File: config.mk
export PLATFORM = sky130hd
export DESIGN_NAME = vector_list_builder
export DESIGN_NICKNAME = d
export VERILOG_FILES = /design/src/rtl/vector_list_builder.sv
export SDC_FILE = /design/constraint.sdc
export NUM_CORES = 1
export LEC_CHECK = 0
export CORE_MARGIN = 10
export CORE_UTILIZATION = 60
export CTS_CLUSTER_DIAMETER = 80
export DETAILED_ROUTE_END_ITERATION = 10
export PLACE_DENSITY = 0.83
export SLEW_MARGIN = 20
export SYNTH_ARGS = -nofsm -noshare
export SYNTH_HDL_FRONTEND = slang
export SYNTH_SLANG_ARGS = --single-unit
File: constraint.sdc
create_clock -name clk -period 6.2 [get_ports clk]
set_clock_uncertainty 0.15 [all_clocks]
set_input_delay 0.62 -clock clk [delete_from_list [all_inputs] [get_ports clk]]
set_output_delay 0.62 -clock clk [all_outputs]
set_load 0.005 [all_outputs]
File: src/rtl/vector_list_builder.sv
// vector_list_builder
//   Producer side of the vector display list. Converts a command stream
//   (BEGIN, POINT, END_SHAPE, END_LIST) into the byte layout the vector
//   renderer reads from vector RAM:
//     [points-1][attr][x0][y0]...[xN][yN] ... [0]
//   Each shape's length byte is written last, and a new terminator is
//   written before it, so the list in RAM is always terminated.
//
// Ports
//   clk, reset          system clock, async active-high reset
//   cmd_valid/ready     command handshake (accept = valid && ready)
//   cmd_op, cmd_data    0=BEGIN(attr), 1=POINT(y,x), 2=END_SHAPE, 3=END_LIST
//   origin_x/y          offset added to POINT coordinates at accept
//   err_clr             clears the sticky error bits
//   ram_addr/data/wr    vector RAM write port (registered)
//   list_done           one-cycle pulse when END_LIST writes its terminator
//   shape_count         shapes committed since last END_LIST (saturating)
//   error               sticky: [0] sequence, [1] too many points, [2] overflow
module vector_list_builder #(
  parameter int VECTOR_RAM_WIDTH  = 9,
  parameter int VECTOR_POINTS_MAX = 8
) (
  input  logic                        clk,
  input  logic                        reset,
  input  logic                        cmd_valid,
  output logic                        cmd_ready,
  input  logic [1:0]                  cmd_op,
  input  logic [15:0]                 cmd_data,
  input  logic [7:0]                  origin_x,
  input  logic [7:0]                  origin_y,
  input  logic                        err_clr,
  output logic [VECTOR_RAM_WIDTH-1:0] ram_addr,
  output logic [7:0]                  ram_data,
  output logic                        ram_wr,
  output logic                        list_done,
  output logic [7:0]                  shape_count,
  output logic [2:0]                  error
);

  localparam int AW    = VECTOR_RAM_WIDTH;
  localparam int DEPTH = 2 ** AW;
  // Wide enough that hdr + 4 + 2*npts never wraps in the overflow checks.
  localparam int EW    = AW + 6;
  localparam int NW    = $clog2(VECTOR_POINTS_MAX + 1);
  localparam logic [EW-1:0] LIMIT = EW'(DEPTH - 1);

  localparam logic [1:0] OP_BEGIN     = 2'd0;
  localparam logic [1:0] OP_POINT     = 2'd1;
  localparam logic [1:0] OP_END_SHAPE = 2'd2;

  typedef enum logic [1:0] {ST_INIT, ST_IDLE, ST_WR2} state_t;

  state_t          state_q, state_d;
  logic [AW-1:0]   wp_q, wp_d;
  logic [AW-1:0]   hdr_q, hdr_d;
  logic [NW-1:0]   npts_q, npts_d;
  logic            in_shape_q, in_shape_d;
  logic [AW-1:0]   pend_addr_q, pend_addr_d;
  logic [7:0]      pend_data_q, pend_data_d;
  logic [AW-1:0]   ram_addr_q, ram_addr_d;
  logic [7:0]      ram_data_q, ram_data_d;
  logic            ram_wr_q, ram_wr_d;
  logic            cmd_ready_q, cmd_ready_d;
  logic            list_done_q, list_done_d;
  logic [7:0]      shape_count_q, shape_count_d;
  logic [2:0]      error_q, error_d;
  logic [2:0]      err_set;

  logic [EW-1:0]   wp_e, pt_addr_e;
  logic [7:0]      pt_x, pt_y;

  assign wp_e      = EW'(wp_q);
  // Address of the next point's x byte; also where END_SHAPE puts the terminator.
  assign pt_addr_e = EW'(hdr_q) + EW'(2) + (EW'(npts_q) << 1);
  assign pt_x      = cmd_data[7:0] + origin_x;
  assign pt_y      = cmd_data[15:8] + origin_y;

  always_comb begin
    state_d       = state_q;
    wp_d          = wp_q;
    hdr_d         = hdr_q;
    npts_d        = npts_q;
    in_shape_d    = in_shape_q;
    pend_addr_d   = pend_addr_q;
    pend_data_d   = pend_data_q;
    ram_addr_d    = ram_addr_q;
    ram_data_d    = ram_data_q;
    ram_wr_d      = 1'b0;
    list_done_d   = 1'b0;
    shape_count_d = shape_count_q;
    err_set       = 3'b000;

    case (state_q)
      ST_INIT: begin
        ram_wr_d   = 1'b1;
        ram_addr_d = '0;
        ram_data_d = 8'h00;
        state_d    = ST_IDLE;
      end
      ST_WR2: begin
        ram_wr_d   = 1'b1;
        ram_addr_d = pend_addr_q;
        ram_data_d = pend_data_q;
        state_d    = ST_IDLE;
      end
      default: begin
        if (cmd_valid && cmd_ready_q) begin
          case (cmd_op)
            OP_BEGIN: begin
              // An open shape is dropped; its header is still 0 and wp == hdr.
              if (in_shape_q) err_set[0] = 1'b1;
              in_shape_d = 1'b0;
              if (wp_e + EW'(2) > LIMIT) begin
                err_set[2] = 1'b1;
              end else begin
                hdr_d       = wp_q;
                npts_d      = '0;
                in_shape_d  = 1'b1;
                ram_wr_d    = 1'b1;
                ram_addr_d  = wp_q;
                ram_data_d  = 8'h00;
                pend_addr_d = wp_q + AW'(1);
                pend_data_d = cmd_data[7:0];
                state_d     = ST_WR2;
              end
            end
            OP_POINT: begin
              if (!in_shape_q) begin
                err_set[0] = 1'b1;
              end else if (npts_q == NW'(VECTOR_POINTS_MAX)) begin
                err_set[1] = 1'b1;
              end else if (pt_addr_e + EW'(2) > LIMIT) begin
                // No room for the terminator after this point.
                in_shape_d = 1'b0;
                wp_d       = hdr_q;
                err_set[2] = 1'b1;
              end else begin
                ram_wr_d    = 1'b1;
                ram_addr_d  = AW'(pt_addr_e);
                ram_data_d  = pt_x;
                pend_addr_d = AW'(pt_addr_e) + AW'(1);
                pend_data_d = pt_y;
                npts_d      = npts_q + NW'(1);
                state_d     = ST_WR2;
              end
            end
            OP_END_SHAPE: begin
              if (!in_shape_q) begin
                err_set[0] = 1'b1;
              end else if (npts_q < NW'(2)) begin
                in_shape_d = 1'b0;
                wp_d       = hdr_q;
                err_set[0] = 1'b1;
              end else begin
                // Terminator first, then the length byte commits the shape.
                ram_wr_d    = 1'b1;
                ram_addr_d  = AW'(pt_addr_e);
                ram_data_d  = 8'h00;
                pend_addr_d = hdr_q;
                pend_data_d = 8'(npts_q) - 8'd1;
                wp_d        = AW'(pt_addr_e);
                in_shape_d  = 1'b0;
                if (shape_count_q != 8'hFF) shape_count_d = shape_count_q + 8'd1;
                state_d     = ST_WR2;
              end
            end
            default: begin
              if (in_shape_q) err_set[0] = 1'b1;
              in_shape_d    = 1'b0;
              ram_wr_d      = 1'b1;
              ram_addr_d    = wp_q;
              ram_data_d    = 8'h00;
              list_done_d   = 1'b1;
              wp_d          = '0;
              shape_count_d = 8'h00;
            end
          endcase
        end
      end
    endcase

    // The cycle carrying the INIT write keeps cmd_ready low.
    cmd_ready_d = (state_d == ST_IDLE) && (state_q != ST_INIT);
    error_d     = (err_clr ? 3'b000 : error_q) | err_set;
  end

  always_ff @(posedge clk or posedge reset) begin
    if (reset) begin
      state_q       <= ST_INIT;
      wp_q          <= '0;
      hdr_q         <= '0;
      npts_q        <= '0;
      in_shape_q    <= 1'b0;
      pend_addr_q   <= '0;
      pend_data_q   <= 8'h00;
      ram_addr_q    <= '0;
      ram_data_q    <= 8'h00;
      ram_wr_q      <= 1'b0;
      cmd_ready_q   <= 1'b0;
      list_done_q   <= 1'b0;
      shape_count_q <= 8'h00;
      error_q       <= 3'b000;
    end else begin
      state_q       <= state_d;
      wp_q          <= wp_d;
      hdr_q         <= hdr_d;
      npts_q        <= npts_d;
      in_shape_q    <= in_shape_d;
      pend_addr_q   <= pend_addr_d;
      pend_data_q   <= pend_data_d;
      ram_addr_q    <= ram_addr_d;
      ram_data_q    <= ram_data_d;
      ram_wr_q      <= ram_wr_d;
      cmd_ready_q   <= cmd_ready_d;
      list_done_q   <= list_done_d;
      shape_count_q <= shape_count_d;
      error_q       <= error_d;
    end
  end

  assign cmd_ready   = cmd_ready_q;
  assign ram_addr    = ram_addr_q;
  assign ram_data    = ram_data_q;
  assign ram_wr      = ram_wr_q;
  assign list_done   = list_done_q;
  assign shape_count = shape_count_q;
  assign error       = error_q;

endmodule
Word-level counts from Yosys, hierarchy flattened

Index checks and enable logic that the tools add are counted.
Widths: inputs -> output; s select.

$add $sub $neg: 11
Shift-type cells: 0
Reduce and logical (&&, ||, !) cells: 18
Muxes and demuxes: 86
Div/mod/pow operators: 0
Bitwise logic cells: 5
Multipliers: 0
Equal/unequal tests: 20
Magnitude comparators: 3

Operator list:

| cell                  | number |
|---|---|
| $mux 9                | 18 |
| $mux 8                | 16 |
| $pmux 9 s3            | 3 |
| $pmux 8 s3            | 2 |
| $pmux 8 s2            | 2 |
| $ne 4x2->1 const B    | 6 |
| $mux 1                | 22 |
| $reduce_and 7->1      | 3 |
| $add 9x2->10 const B  | 2 |
| $add 9x1->9 const B   | 2 |
| $mux 2                | 9 |
| $pmux 9 s2            | 1 |
| $add 8x8->8           | 2 |
| $mux 4                | 4 |
| $ne 2x2->1 const B    | 8 |
| $add 11x2->12 const B | 1 |
| $gt 12x9->1 const B   | 1 |
| $add 10x5->11         | 1 |
| $gt 10x9->1 const B   | 1 |
| $mux 3                | 3 |
| $reduce_and 9->1      | 1 |
| $add 8x1->8 const B   | 1 |
| $ne 8x8->1 const B    | 1 |
| $pmux 4 s2            | 1 |
| other kinds (20)      | 32 |

Word-level logic and storage cells: 157
Output and inout bits: 31
Latch bits: 0
Register bits: 73
Memories: 0
Memory bits (writable): 0
ROM bits: 0

Longest topological paths before layout

Word-level depth: 12
Gate-level depth with buffers: 15
Mapped depth without buffers: 13

Least setup slack after synthesis

Ideal clock, no wire load.

Path type: register to register
From: register npts_q[1]
To: register wp_q[0]
Path slack: 2.904 ns
Setup time: 0.125 ns
Required time: 5.925 ns
Stages on the path, launching flop included: 14
Arrival: 3.021 ns
Cell sequence: dfrtp_1 > ha_1 > ha_1 > inv_1 > fa_1 > and4bb_1 > nand2_1 > mux2i_1 > a41oi_2 > buf_6 > o31ai_2 > and3_1 > buf_6 > mux2_4

Longest elaborated chain between the ends: 5
Elaborated cells on any way between the ends: 11

RTL lines:

| item                       | line | source |
|---|---|---|
| start: declaration         | 56   | `logic [NW-1:0] npts_q, npts_d;` |
| start signal: assignment   | 207  | `npts_q <= npts_d;` |
| $add 10x5->11              | 74   | `assign pt_addr_e = EW'(hdr_q) + EW'(2) + (EW'(npts_q) << 1);` |
| $add 11x2->12              | 132  | `end else if (pt_addr_e + EW'(2) > LIMIT) begin` |
| $gt 12x9->1                | 132  |  |
| $ne 2x2->1 (no line)       | -    |  |
| $reduce_and 7->1 (no line) | -    |  |
| end signal: assignment     | 205  | `wp_q <= wp_d;` |
| end: declaration           | 54   | `logic [AW-1:0] wp_q, wp_d;` |

Several ways; a longest one is shown, not always the timed one. The select of a mux whose other input is x is not followed.
A chain may end at the register's enable or synchronous reset.

Worst setup path after layout

From: register npts_q[0]
To: register wp_q[2]

Same word-level chain as after synthesis.

==> impl_metrics.toml <==
[pwr]
leakage_nw = 2.56
power.density_nw_per_um2 = 302
switching_power_summed_over_all_nets_mw = 0.666
report.power.total_mw = 1.81
share_clk_of_total_power = 0.236
power.sequential.fraction = 0.385
pwr-share-comb = 0.379
peakVddDrop_uv = 203
cell_internal_pwr_mw = 1.14
switching_share = 0.369

[worst_setup_path]
critical_path_cell_by_cell = "inv_1 > ha_1 > inv_1 > ha_1 > inv_1 > fa_1 > and4bb_1 > nand2_1 > mux2i_1 > a41oi_2 > o31ai_2 > and3_1 > mux2_4"
worstPathArrival_ns = 4.16
cp_data_required_time_ns = 6.30
timing.setup.critical_path_class = "reg2reg"
worst_r2r_path_depth = 13
cp_max_fo = 11
critical_path.endpoint_type = "flop"
crit_path_start_kind = "flop"
timing.reg2reg.setup_slack_ns = 2.14
crit_slowest_cell = "and3_1"
path_common_cell = "inv_1"
rr_endpoint = "wp_q[2]"
max_stage_delay_ns = 0.62
worst_r2r_startpoint = "npts_q[0]"
timing.critical_path.buf_inv = 3
category_of_cells_accounting_for_the_largest_share_of_critical_path_delay = "simple AND/OR/NAND/NOR gates"

[clock_network]
cts-htree-levels = 3
cts.reportedPaths.clkPinSlew_ns = 0.08
clock_tree.buffer_depth = 2
postCtsResizedCells = 0
cts_inserted_buffers = 9
tritoncts = "done"
cts.hold.buffers_added = 0
post-cts-setup-buffers = 0
worstSkewPairLatency_ns = 0.37
clock_sinks = 73
cts-root-buf = "clkbuf_8"

[timing]
min_period_ns = 4.06
final_cycle_share = 0.655
worst_slew_margin_rel = 0.381
hold_viol_final = 0
final.setup.worst_slack_ns = 2.14
slew_viol_final = 0
timing_worst_slew_pin_value_ns = 0.929
unrepaired_setup_endpoints_after_global_routing = "no"
report.final.setup_viol = 0
setup_total_negative_slack_ns = 0
clock.fmax_ghz = 0.246

[detailed_routing]
wl_per_cell_um = 19.6
drt_drc_violations_left = 0
wirelength_um = 14100
number_of_iterations_in_the_first_detailed_routing_pass = 5
drt_iter0_markers = 295
avgViaCountPerCell = 6.25
routed-via-count = 4486
post_drt_antenna_nets = 0

[hold_path]
min_to = "pend_addr_q[5]"
worstHoldPathCells = 2
hold_class = "reg2reg"
worstHoldStart = "pend_addr_q[5]"

[global_routing]
grt_first_pass_wirelength_um = 22800
antenna_found_initial = 0
grt-ovfl-total = 0
grt_start_max_net_pins = 74
grt_use_total = 0.218
first_global_vias = 4494

[yosys]
ffs_latches_synth = 73
ys_seq_area_frac = 0.359
synth_top_area_share = 0.359
yosysWarningCount = 0
post_synth_instance_area_um2 = 5090
ys_dominant_reg_cell = "dfrtp_1"
synthesis.instances = 554
synth.avg_cell_area_um2 = 9.20
synth.net_count = 626
synth_enable_flop_cells = 0
synthDominantAreaCellType = "dfrtp_1"
synth_cell_types = 68
async_set_or_reset_flop_fraction_in_the_synthesized_netlist = 1.00
yosys-top-cells-area = "dfrtp_1, ha_1, nand2_1"

[place]
place_hpwl_um = 10400
placement.io_buffers = 68
pre_cts_ws_ns = 2.01
global_placer_s_final_weighted_congestion = 0.980

[finish]
antenna_diodes = 0
filler_cell_count = 642
num-nets-final = 680
synthToLayoutAreaGrowth_pct = 17.5
layout-drive-gt1-share = 0.0946

[floorplan]
core-area_um2 = 8260
die_height_um = 112
die_area_um2 = 12600
die_width_um = 112
start_util = 0.617
floorplan.io_pins = 69
rows = 33

[flow_run]
drv.max_cap_violation_count = 0

[outcome]
outcome = "complete, no violations"
==> cell families (layout without fill, tap and decap cells) <==
kind of cell,Yosys count,after routing,share of synthesized area
AOI/OAI and AO/OA,150,150,0.204
adders and majority gates,34,34,0.0879
muxes,38,38,0.0862
DFF,73,73,0.359
and+or+nand+nor,182,182,0.170
buffers and inverters,51,110,0.0491
xor gates and xnor gates,26,26,0.0447
==> worst reg2reg max path, delay by kind of cell, from the launching register on <==
| kind | cells | cell delay [ns] |
|---|---|---|
| and+or+nand+nor | 3 | 1.02 |
| adders and majority gates | 3 | 0.90 |
| AOI/OAI and AO/OA | 2 | 0.65 |
| muxes | 2 | 0.54 |
| DFF | 1 | 0.44 |
| buffers and inverters | 3 | 0.23 |
==> cell usage in the layout (no fill, tap or decap), types with 7 or more instances in the layout <==
master           netlist  final
nor2b_1               11     11
nand3_1               13     13
dfrtp_1               73     73
mux2_2                11     11
nand2_1               76     76
clkdlybuf4s50_1        0     68
inv_1                 22     21
nor3_1                11     11
a21oi_1               25     25
mux2i_1               12     12
o211ai_1               9      9
a21o_1                 8      8
o31ai_1               11     11
ha_1                  31     31
and2_1                 9      9
o21ai_0               46     45
xnor2_1               20     20
nor2_1                37     37
mux2_4                 7      7
mux2_1                 8      8
clkbuf_8               0      9
==> worst max path at each step <==
stage	slack, ns	startpoint	cells after the start	endpoint
finish	2.14	npts_q[0]	13	wp_q[2]
global route	1.92	npts_q[0]	12	pend_addr_q[6]
CTS	2.18	npts_q[0]	13	wp_q[2]
detailed placement	2.01	cmd_op[0]	8	shape_count[2]
global placement	2.14	cmd_op[0]	8	shape_count[3]
floorplan	2.90	npts_q[1]	13	wp_q[0]
==> cell type report <==
cell class              instances  area (µm²)  area share
repair buffers                 72         711       0.119
well taps                     105         131      0.0219
clock inverters                 7        93.8      0.0157
clock buffers                   9         124      0.0207
flip-flops and latches         73        1830       0.305
inverters                      22        82.6      0.0138
multi-input cells             430        3020       0.504
==> through the flow <==
step	hold slack (ns)	cells	instance area, µm²	util
after detailed placement	0.320	702	5770	0.699
after global placement	0.314	702	5770	0.699
final	0.332	718	5990	0.725
after CTS	0.337	718	5990	0.725
after global routing	0.356	718	5990	0.725
after floorplan	0.289	554	5090	-
==> registers in the layout (all words and copies together) (netlist names) <==
signal       count
pend_addr_q      9
state_q          2
error            3
ram_wr           1
in_shape_q       1
ram_data         8
wp_q             9
list_done        1
shape_count      8
cmd_ready        1
npts_q           4
hdr_q            9
pend_data_q      8
ram_addr         9
==> power groups by stage <==
stage	Clock [mW]	Sequential, mW	Combinational, mW
4_1_cts	0.428	0.693	0.684
6_report	0.426	0.696	0.685
3_5_place_dp	0	0.702	0.679
3_3_place_gp	0	0.693	0.663
5_1_grt	0.446	0.712	0.752
2_1_floorplan	0	0.666	0.454
==> synth_stat cells (4+ instances only) <==
library cell	count
nor2_1	37
clkbuf_1	13
ha_1	31
inv_1	22
o21ai_0	46
dfrtp_1	73
mux2_2	11
nor2b_1	11
buf_2	8
o211ai_1	9
o2111ai_1	4
mux2_4	7
a22o_1	5
nor3_1	11
or2_2	4
a21oi_1	25
nand3_1	13
mux2_1	8
a22oi_1	6
buf_6	6
a21o_1	8
and2_1	9
xnor2_1	20
o31ai_1	11
mux2i_1	12
nand2_1	76
xor2_1	6
==> per-layer routing <==
metal	share of wire	vias up	GRT usage	wire length, µm
met4	0.034	0	0.105	472
met3	0.079	44	0.0580	1110
met1	0.40	2142	0.259	5590
met5	0	-	0	0
met2	0.49	222	0.359	6900
li1	-	2078	-	-
Power figures use the tool's default switching activity.
